<file path="src/rtl/spm_pkg.sv">
// Shared definitions for the serial-parallel multiplier Wishbone front end:
// register offsets, CTRL bit positions and the sequencer state encoding.
package spm_pkg;
  localparam int SPM_W = 32;

  localparam logic [7:0] OFF_X    = 8'h00;
  localparam logic [7:0] OFF_Y    = 8'h04;
  localparam logic [7:0] OFF_CTRL = 8'h08;
  localparam logic [7:0] OFF_PLO  = 8'h0C;
  localparam logic [7:0] OFF_PHI  = 8'h10;

  // CTRL write bits
  localparam int CTRL_START = 0;
  localparam int CTRL_CLR   = 1;
  localparam int CTRL_IE    = 2;
  // CTRL read bits
  localparam int CTRL_BUSY  = 0;
  localparam int CTRL_DONE  = 1;

  typedef enum logic [1:0] {ST_IDLE, ST_CLR, ST_RUN, ST_DONE} spm_state_e;
endpackage

</file>
<file path="src/rtl/spm_seq.sv">
// Sequencer for the serial multiplier: streams Y out LSB first and shifts
// the serial product back into a 2W-bit register.
module spm_seq
  import spm_pkg::*;
#(
  parameter int W       = SPM_W,
  parameter int SPM_LAT = 1
) (
  input  logic           clk,
  input  logic           rst_n,
  input  logic           start,
  input  logic [W-1:0]   y,
  input  logic           p_bit,
  output logic           busy,
  output logic           done,
  output logic           clr,
  output logic           y_bit,
  output logic [2*W-1:0] p
);
  localparam int N  = 2*W + SPM_LAT;
  localparam int CW = $clog2(N);

  spm_state_e     state, nxt;
  logic [CW-1:0]  cnt;
  logic [W-1:0]   ysh;
  logic           last;

  assign last = (cnt == CW'(N-1));

  always_ff @(posedge clk or negedge rst_n) begin
    if (!rst_n) state <= ST_IDLE;
    else        state <= nxt;
  end

  always_comb begin
    nxt = state;
    case (state)
      ST_IDLE: if (start) nxt = ST_CLR;
      ST_CLR:  nxt = ST_RUN;
      ST_RUN:  if (last) nxt = ST_DONE;
      ST_DONE: nxt = ST_IDLE;
      default: nxt = ST_IDLE;
    endcase
  end

  // Y shifts right with zero fill, so bits past W go out as 0.
  always_ff @(posedge clk or negedge rst_n) begin
    if (!rst_n) begin
      cnt <= '0;
      ysh <= '0;
      p   <= '0;
    end else begin
      case (state)
        ST_CLR: begin
          cnt <= '0;
          ysh <= y;
          p   <= '0;
        end
        ST_RUN: begin
          cnt <= cnt + 1'b1;
          ysh <= ysh >> 1;
          if (cnt >= CW'(SPM_LAT)) p <= {p_bit, p[2*W-1:1]};
        end
        default: ;
      endcase
    end
  end

  assign busy  = (state != ST_IDLE);
  assign done  = (state == ST_DONE);
  assign clr   = (state == ST_CLR);
  assign y_bit = (state == ST_RUN) & ysh[0];
endmodule

</file>
<file path="src/rtl/spm_wb_ctrl.sv">
// Wishbone classic slave holding the multiplier operands, control/status and
// the reassembled product; sequencing is delegated to spm_seq.
module spm_wb_ctrl
  import spm_pkg::*;
#(
  parameter int          W         = SPM_W,
  parameter logic [31:0] BASE_ADDR = 32'h3000_0000,
  parameter int          SPM_LAT   = 1
) (
  input  logic         wb_clk_i,
  input  logic         wb_rst_ni,
  input  logic         wbs_cyc_i,
  input  logic         wbs_stb_i,
  input  logic         wbs_we_i,
  input  logic [3:0]   wbs_sel_i,
  input  logic [31:0]  wbs_adr_i,
  input  logic [31:0]  wbs_dat_i,
  output logic         wbs_ack_o,
  output logic [31:0]  wbs_dat_o,
  output logic [W-1:0] spm_x_o,
  output logic         spm_y_o,
  output logic         spm_clr_o,
  input  logic         spm_p_i,
  output logic         irq_o
);
  logic [W-1:0]   x, y;
  logic [2*W-1:0] p;
  logic           done, ie, busy, seq_done;
  logic           hit, req, wr, ctrl_wr, start;
  logic [7:0]     off;
  logic [31:0]    rdata;

  assign off     = wbs_adr_i[7:0];
  assign hit     = (wbs_adr_i[31:8] == BASE_ADDR[31:8]);
  assign req     = wbs_cyc_i & wbs_stb_i & ~wbs_ack_o & hit;
  assign wr      = req & wbs_we_i;
  assign ctrl_wr = wr & (off == OFF_CTRL) & wbs_sel_i[0];
  assign start   = ctrl_wr & wbs_dat_i[CTRL_START] & ~busy;

  always_ff @(posedge wb_clk_i or negedge wb_rst_ni) begin
    if (!wb_rst_ni) begin
      x    <= '0;
      y    <= '0;
      ie   <= 1'b0;
      done <= 1'b0;
    end else begin
      if (wr && !busy) begin
        for (int b = 0; b < 4; b++) begin
          if (wbs_sel_i[b]) begin
            if (off == OFF_X) x[8*b +: 8] <= wbs_dat_i[8*b +: 8];
            if (off == OFF_Y) y[8*b +: 8] <= wbs_dat_i[8*b +: 8];
          end
        end
      end
      if (ctrl_wr) ie <= wbs_dat_i[CTRL_IE];
      // A completion landing in the same cycle as a clear keeps done set.
      if (seq_done)                             done <= 1'b1;
      else if (ctrl_wr && wbs_dat_i[CTRL_CLR])  done <= 1'b0;
    end
  end

  always_comb begin
    rdata = '0;
    case (off)
      OFF_X:    rdata = 32'(x);
      OFF_Y:    rdata = 32'(y);
      OFF_CTRL: begin
        rdata[CTRL_BUSY] = busy;
        rdata[CTRL_DONE] = done;
        rdata[CTRL_IE]   = ie;
      end
      OFF_PLO:  rdata = p[31:0];
      OFF_PHI:  rdata = 32'(p >> 32);
      default:  rdata = '0;
    endcase
  end

  always_ff @(posedge wb_clk_i or negedge wb_rst_ni) begin
    if (!wb_rst_ni) begin
      wbs_ack_o <= 1'b0;
      wbs_dat_o <= '0;
    end else begin
      wbs_ack_o <= req;
      wbs_dat_o <= (req && !wbs_we_i) ? rdata : 32'd0;
    end
  end

  spm_seq #(.W(W), .SPM_LAT(SPM_LAT)) u_seq (
    .clk   (wb_clk_i),
    .rst_n (wb_rst_ni),
    .start (start),
    .y     (y),
    .p_bit (spm_p_i),
    .busy  (busy),
    .done  (seq_done),
    .clr   (spm_clr_o),
    .y_bit (spm_y_o),
    .p     (p)
  );

  assign spm_x_o = x;
  assign irq_o   = done & ie;
endmodule

</file>
<file path="config.mk">
export PLATFORM = sky130hd
export DESIGN_NAME = spm_wb_ctrl
export DESIGN_NICKNAME = d
export VERILOG_FILES = /design/src/rtl/spm_pkg.sv /design/src/rtl/spm_seq.sv /design/src/rtl/spm_wb_ctrl.sv
export SDC_FILE = /design/constraint.sdc
export NUM_CORES = 1
export LEC_CHECK = 0
export CELL_PAD_IN_SITES_DETAIL_PLACEMENT = 1
export CELL_PAD_IN_SITES_GLOBAL_PLACEMENT = 2
export CORE_ASPECT_RATIO = 1.5
export CORE_UTILIZATION = 39
export CTS_CLUSTER_SIZE = 14
export DETAILED_ROUTE_END_ITERATION = 6
export PLACE_DENSITY_LB_ADDON = 0.05
export SLEW_MARGIN = 40
export SYNTH_ARGS = -nofsm -noshare
export SYNTH_HDL_FRONTEND = slang
export SYNTH_SLANG_ARGS = --single-unit
</file>
<file path="constraint.sdc">
create_clock -name wb_clk_i -period 3.6 [get_ports wb_clk_i]
set_input_delay 1.08 -clock wb_clk_i [delete_from_list [all_inputs] [get_ports wb_clk_i]]
set_output_delay 1.08 -clock wb_clk_i [all_outputs]
set_load 0.01 [all_outputs]
</file>
=== After elaboration in Yosys (flattened, before gate mapping) ===
Index checks and enable logic that the tools add are counted.

* Flip-flop bits (word level): 204
* Word-level logic and storage cells: 74

* Reduce and logical (&&, ||, !) cells: 20
* Equal/unequal tests: 12
* Bitwise logic cells: 12
* Magnitude comparators: 1
* Multiplexer cells: 12
* $add $sub $neg: 1

{| class="wikitable"
|+ Operator list
! cell !! count
|-
| 64-bit one-hot mux with 2 select lines || 1
|-
| 29-bit one-hot mux with 4 select lines || 1
|-
| 64-bit 2-to-1 mux || 1
|-
| 32-bit one-hot mux with 2 select lines || 1
|-
| 32-bit 2-to-1 mux || 1
|-
| 24-bit by 22-bit equality test with 1-bit output (second input constant) || 1
|-
| 3-bit AND reduction || 8
|-
| 8-bit by 4-bit equality test with 1-bit output (second input constant) || 2
|-
| 3-bit one-hot mux with 5 select lines || 1
|-
| 7-bit one-hot mux with 2 select lines || 1
|-
| 1-bit AND || 10
|-
| 8-bit by 3-bit equality test with 1-bit output (second input constant) || 1
|-
| 8-bit by 5-bit equality test with 1-bit output (second input constant) || 1
|-
| 8-bit logical NOT || 1
|-
| 2-bit one-hot mux with 4 select lines || 1
|-
| 7-bit by 1-bit adder with 7-bit output (second input constant) || 1
|-
| 7-bit equality test (second input constant) || 1
|-
| 7-bit by 1-bit >= comparator with 1-bit output (second input constant) || 1
|-
| 2-bit nonzero test || 3
|-
| 2-bit equality test (second input constant) || 2
|-
| 2-bit 2-to-1 mux || 2
|-
| 2-bit by 1-bit != test with 1-bit output (second input constant) || 2
|-
| 2-bit AND reduction || 2
|-
| 1-bit logical AND || 3
|-
| other kinds (6) || 9
|}

=== Depth between registers and ports, before layout ===
* Word-level depth: 10
* Mapped depth: 8

=== Hierarchy ===
From an unflattened synthesis, not the netlist that was laid out.

* Cell total of the unflattened synthesis: 958
* Area, all modules: 10390.0 µm²

{| class="wikitable"
|+ Modules (own cells, without submodules)
! module !! area each (µm²) !! seq. area each (µm²) !! cells an instance !! times used
|-
| spm_seq || 5589.1 || 2627.5 || 570 || 1
|-
| spm_wb_ctrl || 4800.9 || 2477.4 || 388 || 1
|}

=== Least setup slack after synthesis ===
Ideal clock, no wire load.

* Kind: in2reg
* Start: input port wbs_adr_i[1]
* End: register x[10], in the netlist spm_x_o[10]
* Required time: 3475 ps
* Slack: 602 ps
* Path buffers: 0
* Data arrival time: 2873 ps
* Library setup time: 125 ps
* Cell stages on the path: 5
* Cells stage by stage: or4_1 -> nor4_4 -> nand4_4 -> nor2_4 -> mux2_2

* Word-level cells in the longest chain between the ends: 2

{| class="wikitable"
|+ Ends and longest elaborated chain
! element !! line !! source
|-
| start: declaration || spm_wb_ctrl.sv:16 || <nowiki>input logic [31:0] wbs_adr_i,</nowiki>
|-
| 8-bit logical NOT || spm_wb_ctrl.sv:50 || <nowiki>if (off == OFF_X) x[8*b +: 8] <= wbs_dat_i[8*b +: 8];</nowiki>
|-
| 3-bit AND reduction (no source line) || -- ||
|-
| end signal: indexed assignment || spm_wb_ctrl.sv:50 ||
|-
| end: declaration || spm_wb_ctrl.sv:26 || <nowiki>logic [W-1:0] x, y;</nowiki>
|}

No other way between the ends.
A chain may end at the register's enable or synchronous reset.

=== Worst setup path after layout ===
* Start: input port wbs_adr_i[1]
* End: register x[9], in the netlist spm_x_o[9]

Same word-level chain as after synthesis.

==> reports/qor.csv <==
metric,value,unit
VDD IR-drop max,316,uV
Cell Int Power,3.89,mW
Finished Layout Cells,1094,
Via density,5.73,
Reg area,5100,um^2
Hold Startpoint,u_seq.p[0]$_DFFE_PN0P_,
Synth-to-Final Area Change,31.2,%
count of cell types in the netlist,45,
Routed Antenna Nets,0,
clock latency on the worst-skew pair,0.49,ns
"Req. time, crit path",3.97,ns
unrepaired setup endpoints after global routing,no,
Leakage Power,5.13,nW
clock network power share,48.4,%
Worst Hold Endpoint,u_seq.p[0]$_DFFE_PN0P_,
Final min period,3.05,ns
CP arrival,3.42,ns
setup TNS,0,ns
vias in the first global route,6832,
post-CTS sizing,0,
site row count,65,
DRC viols,2,
"EDFF count, synth",0,
#FFs+latches synth,204,
DR WL/cell,21.4,um
Slew @ Worst Pin,0.753,ns
CTS Buf Count,21,
CTS Root Cell,clkbuf_16,
Port-buffer cells,141,
"Hold Violations, Final",0,
Net Sw Frac,20.6,%
worst min path class,reg -> reg,
sw power,1.01,mW
worst hold slack,0.519,ns
failing checks,DRC,
grt total ovfl,0,
# Post-CTS Setup Buffers,0,
asr flop ratio synth,100,%
Final Core Density,52.5,%
Worst R2R Start,wbs_ack_o$_DFF_PN0_,
initial cell density of the core,40.0,%
headroom to the max-slew limit,49.8,%
number of nets in the layout,892,
GP Congestion,0.742,
status,"finished, violations left",
H-tree levels,1,
routed vias,6270,
Cells after Synth,667,
synth top area cells,"dfrtp_1 (60%), mux2_2 (8.5%), a22o_1 (6.7%), a21oi_1 (3.8%), mux2i_1 (3.8%)",
top-area cell type share of the netlist area,60.3,%
Crit Path Max Fanout,8,
Clock Pin Slew Worst Setup and Hold Paths,0.06,ns
maxcap violations,0,
pre-CTS WS,0.0415,ns
core area,21100,um^2
Final setup viols,0,
pwr dens,442,nW/um^2
Synth area leader,dfrtp_1,
maximum clock frequency,328,MHz
sequential fraction of the synthesis area,60.3,%
Final WS setup,0.555,ns
Tcrit/Tclk final,84.6,%
critical path startpoint category,input pin,
first-pass GRT wire length,37900,um
multi-input logic area,3210,um^2
CTS tree,yes,
Most used DFF post-synth,dfrtp_1,
Pwr Total,4.91,mW
clock sinks,204,
die area,22300,um^2
# fillers,2132,
Worst setup EP type,flop,
Post-Route Skew,0.0132,ns
Die W,122,um
share of cells above drive strength 1,17.1,%
combinational power share,3.8,%
Worst R2R Path Depth,7,
Setup CP Type,in -> reg,
I/O pin cnt,142,
total global routing track utilization,21.7,%
first-pass detailed-route iteration total,7,
largest net degree at the start of global routing,87,
Flop pwr share,47.8,%
die height,182,um
CTS Hold Buffers Added,0,
syn_area_per_cell,12.7,um^2
reg-to-reg endpoint,y[1]$_DFFE_PN0P_,
DRT Wirelength,23400,um
fin. max-slew vios,0,
post-placement cell area,10300,um^2
WHS Path Cells,1,
Synth warnings,0,
initial antenna violation count,0,
dpl cells,1056,
Synth Net Count,748,
Finished Cell Area,11100,um^2
"reg-to-reg slack, setup",1.33,ns
Synth Cell Area,8460,um^2
ANT cells,0,
Clock Path Buffers,3,
DRC violation total after the first TritonRoute iteration,472,
placed wire-length estimate,15200,um
==> cell usage after synthesis (3+ instances only) <==
master,instances
o21ai_0,4
nor2_4,4
nor2_1,34
inv_1,7
a222oi_1,30
nor2b_1,3
nor4_1,7
nand4_1,5
a21oi_1,64
nand3_1,7
ha_1,7
clkbuf_1,40
a22o_1,65
nor2_2,4
and2_1,4
dfrtp_1,204
nand2_1,43
and3_1,3
mux2i_1,32
mux2_2,64
a22oi_1,6
==> layout make-up <==
| cell class | instances | area share, % |
|---|---|---|
| Multi-Input combinational cell | 414 | 28.9 |
| Inverter | 7 | 0.237 |
| Sequential cell | 204 | 46.0 |
| Clock buffer | 31 | 5.89 |
| Timing Repair Buffer | 163 | 14.9 |
| Tap cell | 268 | 3.02 |
| Clock inverter | 7 | 1.03 |
==> per-layer routing <==
| layer | track usage [%] | vias to the layer above | routed length, um |
|---|---|---|---|
| met1 | 28.1 | 3284 | 9840 |
| met4 | 4.63 | 0 | 291 |
| met5 | 0 | - | 0 |
| met2 | 38.5 | 171 | 12200 |
| met3 | 2.59 | 21 | 1080 |
| li1 | - | 2794 | - |
==> cells in the final DEF, fill, tap and decap left out, types with 2 or more instances in the layout <==
cell type and count:
nor4_1 7, nor2_4 4, nand3_1 7, and2_1 4, clkinv_2 3, a21oi_1 62
nor2_1 34, mux2_2 64, a31oi_1 2, mux2_1 2, nor3_1 2, buf_12 6
a22oi_1 6, o21ai_0 4, mux2i_1 32, buf_4 16, nand4_1 5, a222oi_1 30
inv_1 7, bufinv_16 3, nor4bb_1 2, clkbuf_16 21, a22o_1 65, dfrtp_1 204
a21oi_4 2, and3_1 3, nor2_2 4, clkbuf_8 10, nand2_1 43, ha_1 5
clkdlybuf4s50_1 140, ha_2 2, nor2b_1 3, and4_1 2
==> worst max-delay path by stage <==
stage	startpoint	endpoint	slack [ns]	cells past startpoint
after floorplan	wbs_adr_i[1]	spm_x_o[10]$_DFFE_PN0P_	0.60	5
after CTS	wbs_adr_i[1]	spm_x_o[9]$_DFFE_PN0P_	0.55	6
after global placement	wbs_adr_i[1]	spm_x_o[10]$_DFFE_PN0P_	0.09	6
final	wbs_adr_i[1]	spm_x_o[9]$_DFFE_PN0P_	0.55	6
after global routing	wbs_adr_i[1]	spm_x_o[10]$_DFFE_PN0P_	0.48	6
after detailed placement	wbs_adr_i[1]	spm_x_o[19]$_DFFE_PN0P_	0.04	6
==> sequential cells by signal (all words and copies together) (netlist names) <==
signal,flops
done,1
ie,1
spm_x_o,32
u_seq.cnt,7
u_seq.p,64
u_seq.state,2
u_seq.ysh,32
wbs_ack_o,1
wbs_dat_o,32
y,32
==> logic make-up (layout without fill, tap and decap cells) <==
family / count (synthesis) / count (layout) / share of synthesized area [%]
AOI/OAI and AO/OA: 178 / 178 / 15.6
xor gates and xnor gates: 1 / 1 / 0.104
DFF: 204 / 204 / 60.3
and+or+nand+nor: 130 / 130 / 8.15
buffers and inverters: 49 / 208 / 2.17
adders and majority gates: 7 / 7 / 1.04
muxes: 98 / 98 / 12.6
==> power by group through the flow <==
stage	Sequential (mW)	Clock [mW]	Combinational, mW
finish	2.35	2.37	0.188
global placement	2.39	0	0.186
CTS	2.34	2.44	0.193
floorplan	2.38	0	0.0349
detailed placement	2.39	0	0.192
global route	2.35	2.51	0.209
==> critical path, cell delays in order <==
cell and delay (ns):
clkdlybuf4s50_1 0.41, or4_1 0.60, nor4_4 0.34, nand4_4 0.27, nor2_4 0.33, mux2_2 0.38
Power figures use the tool's default switching activity.
